--- config.mk ---
export PLATFORM = sky130hd
export DESIGN_NAME = processador_multiciclo_param
export DESIGN_NICKNAME = d
export VERILOG_FILES = /design/src/rtl/proc_param_pkg.sv /design/src/rtl/registrador.sv /design/src/rtl/unidade_controle_param.sv /design/src/rtl/processador_multiciclo_param.sv
export SDC_FILE = /design/constraint.sdc
export NUM_CORES = 1
export LEC_CHECK = 0
export CAP_MARGIN = 20
export CORE_MARGIN = 2
export CORE_UTILIZATION = 45
export CTS_BUF_LIST = sky130_fd_sc_hd__clkbuf_8
export DETAILED_ROUTE_END_ITERATION = 8
export HOLD_SLACK_MARGIN = 0.08
export PLACE_DENSITY = 0.72
export RECOVER_POWER = 50
export SYNTH_ARGS = -nofsm -noshare
export SYNTH_HDL_FRONTEND = slang
export SYNTH_HIERARCHICAL = 1
export SYNTH_SLANG_ARGS = --single-unit
--- constraint.sdc ---
create_clock -name Clock -period 4.72 [get_ports Clock]
set_input_delay 0.472 -clock Clock [delete_from_list [all_inputs] [get_ports Clock]]
set_output_delay 0.472 -clock Clock [all_outputs]
set_load 0.01 [all_outputs]
--- src/rtl/proc_param_pkg.sv ---
// Shared encodings for the parametrised multicycle core: opcodes, step
// counter states and the ALU operation select.
package proc_param_pkg;

    typedef enum logic [1:0] {
        T0 = 2'd0,
        T1 = 2'd1,
        T2 = 2'd2,
        T3 = 2'd3
    } step_e;

    localparam logic [3:0] OP_MV   = 4'b0000;
    localparam logic [3:0] OP_MVI  = 4'b0001;
    localparam logic [3:0] OP_ADD  = 4'b0010;
    localparam logic [3:0] OP_SUB  = 4'b0011;
    localparam logic [3:0] OP_AND  = 4'b0100;
    localparam logic [3:0] OP_OR   = 4'b0101;
    localparam logic [3:0] OP_XOR  = 4'b0110;
    localparam logic [3:0] OP_SLT  = 4'b0111;
    localparam logic [3:0] OP_MVNZ = 4'b1000;

    typedef enum logic [2:0] {
        ALU_ADD,
        ALU_SUB,
        ALU_AND,
        ALU_OR,
        ALU_XOR,
        ALU_SLT
    } alu_op_e;

    // ALU instructions occupy the contiguous block add..slt.
    function automatic logic is_alu_op(input logic [3:0] op);
        return (op >= OP_ADD) && (op <= OP_SLT);
    endfunction

    function automatic alu_op_e alu_op_of(input logic [3:0] op);
        case (op)
            OP_SUB:  return ALU_SUB;
            OP_AND:  return ALU_AND;
            OP_OR:   return ALU_OR;
            OP_XOR:  return ALU_XOR;
            OP_SLT:  return ALU_SLT;
            default: return ALU_ADD;
        endcase
    endfunction

endpackage

--- src/rtl/registrador.sv ---
// Load-enabled register with asynchronous active-low clear; used for IR,
// the register file, A and G.
module registrador #(
    parameter int W = 16
) (
    input  logic         clk_i,
    input  logic         rst_n_i,
    input  logic         en_i,
    input  logic [W-1:0] d_i,
    output logic [W-1:0] q_o
);

    // NOTE: sequential state uses non-blocking assignment so every register sees pre-edge values.
    always_ff @(posedge clk_i or negedge rst_n_i) begin
        if (!rst_n_i) begin
            q_o <= '0;
        end else if (en_i) begin
            q_o <= d_i;
        end
    end

endmodule

--- src/rtl/unidade_controle_param.sv ---
// Control unit: T0..T3 step counter plus combinational decode of step and IR
// into one-hot bus enables, register loads, ALU select and Done.
module unidade_controle_param
    import proc_param_pkg::*;
#(
    parameter  int NREGS  = 8,
    localparam int RSEL_W = $clog2(NREGS),
    localparam int IR_W   = 4 + 2 * RSEL_W
) (
    input  logic             clk_i,
    input  logic             rst_n_i,
    input  logic             run_i,
    input  logic [IR_W-1:0]  ir_i,
    input  logic             g_nz_i,
    output logic             ir_in_o,
    output logic [NREGS-1:0] r_in_o,
    output logic [NREGS-1:0] r_out_o,
    output logic             a_in_o,
    output logic             g_in_o,
    output logic             g_out_o,
    output logic             din_out_o,
    output alu_op_e          ula_op_o,
    output logic             done_o
);

    step_e step_q, step_d;

    logic [3:0]        opcode;
    logic [RSEL_W-1:0] rx;
    logic [RSEL_W-1:0] ry;

    assign opcode = ir_i[IR_W-1 -: 4];
    assign rx     = ir_i[2*RSEL_W-1 -: RSEL_W];
    assign ry     = ir_i[RSEL_W-1:0];

    always_comb begin
        // NOTE: every output gets a default first so no path through the case infers a latch.
        ir_in_o   = 1'b0;
        r_in_o    = '0;
        r_out_o   = '0;
        a_in_o    = 1'b0;
        g_in_o    = 1'b0;
        g_out_o   = 1'b0;
        din_out_o = 1'b0;
        ula_op_o  = ALU_ADD;
        done_o    = 1'b0;

        unique case (step_q)
            T0: ir_in_o = run_i;
            T1: begin
                if (is_alu_op(opcode)) begin
                    r_out_o[rx] = 1'b1;
                    a_in_o      = 1'b1;
                end else begin
                    done_o = 1'b1;
                    case (opcode)
                        OP_MV: begin
                            r_out_o[ry] = 1'b1;
                            r_in_o[rx]  = 1'b1;
                        end
                        OP_MVI: begin
                            din_out_o  = 1'b1;
                            r_in_o[rx] = 1'b1;
                        end
                        OP_MVNZ: begin
                            r_out_o[ry] = 1'b1;
                            r_in_o[rx]  = g_nz_i;
                        end
                        default: ;
                    endcase
                end
            end
            T2: begin
                r_out_o[ry] = 1'b1;
                g_in_o      = 1'b1;
                ula_op_o    = alu_op_of(opcode);
            end
            T3: begin
                g_out_o    = 1'b1;
                r_in_o[rx] = 1'b1;
                done_o     = 1'b1;
            end
        endcase
    end

    // T0 waits for Run; the final step of any instruction returns to T0.
    always_comb begin
        step_d = step_q;
        if (done_o) begin
            step_d = T0;
        end else if (step_q != T0) begin
            step_d = step_e'(step_q + 2'd1);
        end else if (run_i) begin
            step_d = T1;
        end
    end

    always_ff @(posedge clk_i or negedge rst_n_i) begin
        if (!rst_n_i) begin
            step_q <= T0;
        end else begin
            step_q <= step_d;
        end
    end

endmodule

--- src/rtl/processador_multiciclo_param.sv ---
// Parametrised multicycle processor: register file, A/G ALU registers and a
// single one-hot shared bus, sequenced by unidade_controle_param.
module processador_multiciclo_param
    import proc_param_pkg::*;
#(
    parameter  int DATA_W = 16,
    parameter  int NREGS  = 8,
    localparam int RSEL_W = $clog2(NREGS),
    localparam int IR_W   = 4 + 2 * RSEL_W
) (
    input  logic              Clock,
    input  logic              Resetn,
    input  logic              Run,
    input  logic [DATA_W-1:0] DIN,
    output logic              Done,
    output logic [DATA_W-1:0] BusWires,
    output logic [DATA_W-1:0] Rx_data,
    output logic [DATA_W-1:0] Ry_data
);

    logic [IR_W-1:0]   ir_q;
    logic [DATA_W-1:0] r_q [NREGS];
    logic [DATA_W-1:0] a_q, g_q, alu_res;

    logic              ir_in, a_in, g_in, g_out, din_out;
    logic [NREGS-1:0]  r_in, r_out;
    alu_op_e           ula_op;

    unidade_controle_param #(
        .NREGS(NREGS)
    ) u_ctrl (
        .clk_i    (Clock),
        .rst_n_i  (Resetn),
        .run_i    (Run),
        .ir_i     (ir_q),
        .g_nz_i   (|g_q),
        .ir_in_o  (ir_in),
        .r_in_o   (r_in),
        .r_out_o  (r_out),
        .a_in_o   (a_in),
        .g_in_o   (g_in),
        .g_out_o  (g_out),
        .din_out_o(din_out),
        .ula_op_o (ula_op),
        .done_o   (Done)
    );

    // The instruction word sits in the low bits of DIN; a narrow bus is zero-extended.
    registrador #(.W(IR_W)) u_ir (
        .clk_i(Clock), .rst_n_i(Resetn), .en_i(ir_in), .d_i(IR_W'(DIN)), .q_o(ir_q)
    );

    // NOTE: the register file is built from resettable registers because reset must leave every Rk at zero.
    for (genvar k = 0; k < NREGS; k++) begin : g_regs
        registrador #(.W(DATA_W)) u_r (
            .clk_i(Clock), .rst_n_i(Resetn), .en_i(r_in[k]), .d_i(BusWires), .q_o(r_q[k])
        );
    end

    registrador #(.W(DATA_W)) u_a (
        .clk_i(Clock), .rst_n_i(Resetn), .en_i(a_in), .d_i(BusWires), .q_o(a_q)
    );

    registrador #(.W(DATA_W)) u_g (
        .clk_i(Clock), .rst_n_i(Resetn), .en_i(g_in), .d_i(alu_res), .q_o(g_q)
    );

    always_comb begin
        alu_res = '0;
        case (ula_op)
            ALU_ADD: alu_res = a_q + BusWires;
            ALU_SUB: alu_res = a_q - BusWires;
            ALU_AND: alu_res = a_q & BusWires;
            ALU_OR:  alu_res = a_q | BusWires;
            ALU_XOR: alu_res = a_q ^ BusWires;
            ALU_SLT: alu_res[0] = $signed(a_q) < $signed(BusWires);
            default: alu_res = '0;
        endcase
    end

    // The controller enables at most one source, so OR-ing gated sources is the mux.
    always_comb begin
        BusWires = '0;
        for (int k = 0; k < NREGS; k++) begin
            if (r_out[k]) BusWires |= r_q[k];
        end
        if (g_out)   BusWires |= g_q;
        if (din_out) BusWires |= DIN;
    end

    assign Rx_data = r_q[ir_q[2*RSEL_W-1 -: RSEL_W]];
    assign Ry_data = r_q[ir_q[RSEL_W-1:0]];

endmodule

# Word level (Yosys, flattened, before mapping)
# Cells that the tools add are included.
# totals
inputBits	19
output_inout_bits	49
register_bits	172
wordCells	108
# op_classes
eq_ne	15
order_cmp	9
n_addsub	3
n_mux	43
bitwise_logic	15
reduce_logical	11
# ops
operator	n
$mux 16	14
$or 16x16->16	10
$bmux 16 s3	2
$pmux 15 s5	1
$pmux 8 s2	3
$mux 8	3
$add 16x16->16	1
$and 16x16->16	1
$eq 4x3->1 const B	4
$lt 16x16->1	1
$reduce_or 16->1	1
$sub 16x16->16	1
$xor 16x16->16	1
$pmux 3 s5	1
$mux 1	11
$and 8x8->8	1
$ge 4x4->1 const B	2
$lt 3x4->1 const B	2
$not 3->4	2
$demux 1 s3	2
$eq 3x2->1 const B	2
$eq 3x3->1 const B	2
$ge 3x1->1 const B	2
$mux 2	3
other kinds (19)	23

# Longest topological paths before layout
# logic_depth
ltp_word	28
mapped_depth	21
ltp_nobuf	20

# By module
# The synthesis kept the hierarchy.
# modules_own_cells
module	cells_each	area_each_um2	instances	seq_area_each_um2
registrador at g_regs[0].u_r ...	34	649.4	10	400.4
processador_multiciclo_param	612	5237.5	1	0.0
unidade_controle_param	61	474.2	1	50.0
registrador at u_ir	21	411.6	1	250.2

# Worst setup path after synthesis
# OpenSTA, ideal clock, no wires.
# synth_path
kind	register to register
start	register u_ctrl.step_q[0]
end	register u_g.q_o[15]
n_path_buf	3
setup_slack_ns	0.231
required_ns	4.595
setup_time_ns	0.125
synth_period_minus_slack_ns	4.489
stages_incl_launch_ff	19
arrival_time_ns	4.364
path_cell_list	dfrtp_1 > inv_1 > ha_1 > or3b_1 > o32ai_2 > clkbuf_1 > clkbuf_1 > a22oi_1 > and4_1 > ha_1 > clkbuf_1 > a21o_1 > a31o_1 > o21ai_1 > a21oi_1 > a311o_1 > a21oi_1 > mux2_1 > mux2_2
# synth_via
elab_chain_cells	23
elab_cells_between_ends	38
classes_between	2 x add/sub; 7 x eq/ne; 16 x mux; 12 x bitwise; 1 x reduce/logical
# synth_lines
item	line_no	source
start: declaration	unidade_controle_param.sv:26	step_e step_q, step_d;
start signal: assignment	unidade_controle_param.sv:102	step_q <= step_d;
$eq 2x2->1 / $eq 2x1->1 (equally long branches)	unidade_controle_param.sv:48	unique case (step_q)
$pmux 8 s2 *	unidade_controle_param.sv:48	
net r_out[0]	processador_multiciclo_param.sv:26	logic [NREGS-1:0] r_in, r_out;
$mux 16 *	processador_multiciclo_param.sv:85	if (r_out[k]) BusWires |= r_q[k];
$or 16x16->16	processador_multiciclo_param.sv:85	
$mux 16 *	processador_multiciclo_param.sv:85	
$or 16x16->16	processador_multiciclo_param.sv:85	
$mux 16 *	processador_multiciclo_param.sv:85	
(+9 left out)	n/a	
$mux 16 *	processador_multiciclo_param.sv:85	
$or 16x16->16	processador_multiciclo_param.sv:87	if (g_out) BusWires |= g_q;
$mux 16 *	processador_multiciclo_param.sv:87	
$or 16x16->16	processador_multiciclo_param.sv:88	if (din_out) BusWires |= DIN;
$mux 16 *	processador_multiciclo_param.sv:88	
$sub 16x16->16, or another cell as far along	processador_multiciclo_param.sv:72	ALU_SUB: alu_res = a_q - BusWires;
$pmux 15 s5 *	processador_multiciclo_param.sv:70	case (ula_op)
net alu_res[15]	processador_multiciclo_param.sv:23	logic [DATA_W-1:0] a_q, g_q, alu_res;
end signal: assignment	registrador.sv:18	q_o <= d_i;
end: declaration	registrador.sv:10	output logic [W-1:0] q_o
# The timed path passes the listed nets; every way through them passes the cells marked *.
# A chain may end at the register's enable or synchronous reset.

# Worst setup path after layout
# layout_path
start	register u_ctrl.step_q[1]
end	register u_g.q_o[11]
# layout_via
elab_cells_between_ends	38
classes_between	2 x add/sub; 7 x eq/ne; 16 x mux; 12 x bitwise; 1 x reduce/logical
# layout_lines
item	line_no	source
$eq 2x2->1	unidade_controle_param.sv:48	
$mux 1	unidade_controle_param.sv:48	
net g_in	processador_multiciclo_param.sv:25	logic ir_in, a_in, g_in, g_out, din_out;
# The timed path passes the listed nets, and every way through them passes these cells.

==> metrics <==
outcome finished with violations; failing checks capacitance limit, slew limit; P_leak 6.47 nW; Fmax 217 MHz; worst slack, placed -0.0396 ns; Reg clk slew, reported paths 0.10 ns; CTS tree built; VDD IR-drop max 0.243 mV; crit end category flop; number of synthesized flops with an enable pin 0; hold crit path type reg -> reg; Worst Hold End g_regs[4].u_r/q_o[3]; routed len/inst 25.0 microns; filler instances 2340; Post-Route WL 38900 microns; CP startpoint kind flop; setup violators final 0; Final Hold Vio Count 0; area of the multi-input gates 7780 sq um; DR pass1 iterations 6; via count 9917; Slew @ Worst Pin 2.04 ns; cts bufs inserted 17; syn nets 1107; Final HPWL DP 27000 microns; syn_area_per_cell 12.2 sq um; synthesized flop and latch total 172; pin count of the biggest net entering global routing 77; Clock Sinks 172; I/O pin total 68; clk_lat worst skew 0.50 ns; critical path type reg -> reg; reg2reg start u_ctrl/step_q[1]; GR Util All Layers 27.2%; Yosys cell types 76; Hold Path Depth 1; std cell rows 61; Die Y 171 microns; root buffer cell clkbuf_8; Reg2Reg Setup Slack 0.10 ns; antenna diode count 0; Hold Crit Start g_regs[4].u_r/q_o[3]; cell area after synthesis 12600 sq um; GRT overflow 0; Yosys warning count 6; CP arrival 5.01 ns; Primary FF master, synth dfrtp_1; worst path required time 5.11 ns; first-pass GRT wire length 59500 microns; CTS H-Tree Depth 4; number of global-route vias before repair 10.1k; Area Growth Syn to Fin 17.9%; vias per cell 6.38; Clock Skews 0.0148 ns; post-layout net count 1236; antenna violations before repair 1; Initial Util 45.5%; PD cells 521 nW/um^2; R2R depth 18; ANT nets after route 0; sequential fraction of the synthesis area 34.1%; share of layout cells above drive strength 1 40.9%; Remaining DRCs 0; Max Fanout on Critical Path 4; final core occ 53.7%; Max Cap Viol 1; Setup WS post-layout 0.103 ns; relative slew slack -36.1%; crit path time final 4.62 ns; Clock Path Buffers 2; Slew Limit Fails 77; RePlAce Congestion 0.943; core area 27700 sq um; die footprint 29400 sq um; IO buf count 67; Die Span X 171 microns; Async SR Flop Fraction 100%; synthesized instance count 1034; reg-to-reg endpoint u_g/q_o[11]; Iter 0 DRT Violations 1124; FF+latch area 4310 sq um; final worst path period share 97.8%
critical path, stage by stage (launching register included):
cell	delay, ns
dfrtp_1	0.40
buf_4	0.15
ha_1	0.24
o21ai_1	0.27
buf_4	0.18
o22ai_1	0.09
buf_4	0.17
a221oi_1	0.30
and4_4	0.32
ha_1	0.25
or2_1	0.25
a211o_1	0.37
a2111oi_4	0.41
buf_4	0.17
o311a_1	0.18
o22ai_2	0.09
xnor2_1	0.24
o221ai_1	0.14
mux2_4	0.28
power by group:
group / internal (mW) / switching, mW
Sequential: 1.79 / 0.417
Combinational: 2.19 / 2.27
Clock: 0.501 / 0.578
Total: 4.48 / 3.26
per-layer routing:
metal  up-vias  routed length, microns  track usage, %
met5         -                       0               0
met4         0                    1470            12.0
met3        95                    3190            5.84
met2       573                   18400            42.4
met1      5042                   15800            36.4
li1       4207                       -               -
cells in the final DEF, fill, tap and decap left out, drive strengths merged, types with 8 or more instances in the layout:
master	count
ha	52
inv	52
a22o	16
a21oi	39
mux2	205
buf	126
and4	16
mux4	64
a211oi	13
nand2	30
nor2	51
clkbuf	25
nand2b	10
dfrtp	172
nor2b	9
o21ai	22
a22oi	50
nor4	8
a221oi	18
o22ai	9
clkdlybuf4s50	66
state kept, by name (all words and copies together) (netlist names):
signal          flops
u_ctrl/step_q       2
u_ir/q_o           10
g_regs.u_r/q_o    128
u_a/q_o            16
u_g/q_o            16
layout make-up:
class                   count  area share, %
inverters                  51           1.32
clock buffers              23           2.13
clock inverters             9          0.581
flip-flops and latches    172           29.0
repair buffers            195           11.5
well taps                 378           3.18
multi-input cells         726           52.3
repair_timing:
| action | 4_1_cts | 5_1_grt |
|---|---|---|
| pin swaps | 0 | 13 |
| hold endpoints to repair | 74 | 0 |
| setup endpoints to repair | 2 | 9 |
| gates resized for setup | 2 | 32 |
| hold buffers | 1 | 0 |
| buffers inserted | 0 | 12 |
synth_stat cells, types with 17 or more instances:
library cell	count	share of area, %
inv_1	46	1.4
mux2_2	93	8.3
mux2_4	110	13
a21oi_1	39	1.5
a221oi_1	17	1.2
dfrtp_1	172	34
ha_1	52	5.2
nand2_1	30	0.89
mux4_2	64	11
a22oi_1	50	3.0
nor2_1	50	1.5
clkbuf_1	45	1.3
metrics by stage:
step	hold WS, ns	power [mW]	instance area (sq um)	cells	setup TNS (ns)
6_report	0.570	7.74	14900	1554	0
5_1_grt	0.582	8.14	14900	1554	-0.143
4_1_cts	0.564	7.48	14700	1542	0
3_5_place_dp	0.540	6.36	14200	1509	-0.0396
3_3_place_gp	0.526	6.29	14200	1509	0
2_1_floorplan	0.176	4.87	12600	1034	0
worst max-delay path by stage:
stage / startpoint / endpoint / slack (ns) / depth (start not counted)
floorplan: u_ctrl/step_q[0] / u_g/q_o[15] / 0.23 / 18
global placement: u_ctrl/step_q[1] / u_g/q_o[15] / 0.05 / 17
detailed placement: u_ctrl/step_q[1] / u_g/q_o[15] / -0.04 / 17
CTS: u_ctrl/step_q[1] / u_g/q_o[15] / 0.007 / 19
global route: u_ctrl/step_q[1] / u_g/q_o[11] / -0.07 / 20
finish: u_ctrl/step_q[1] / u_g/q_o[11] / 0.10 / 18
cell families after synthesis:
logic type	Yosys count	share of synthesized area [%]
AO/OA/AOI/OAI	230	13.5
XOR/XNOR	3	0.208
adder cells (fa/ha/maj)	54	5.47
buffers and inverters	136	6.21
flip-flops	172	34.1
multiplexers	274	33.4
AND/OR/NAND/NOR	165	7.08
No activity file was read; power rests on OpenSTA's default activity.
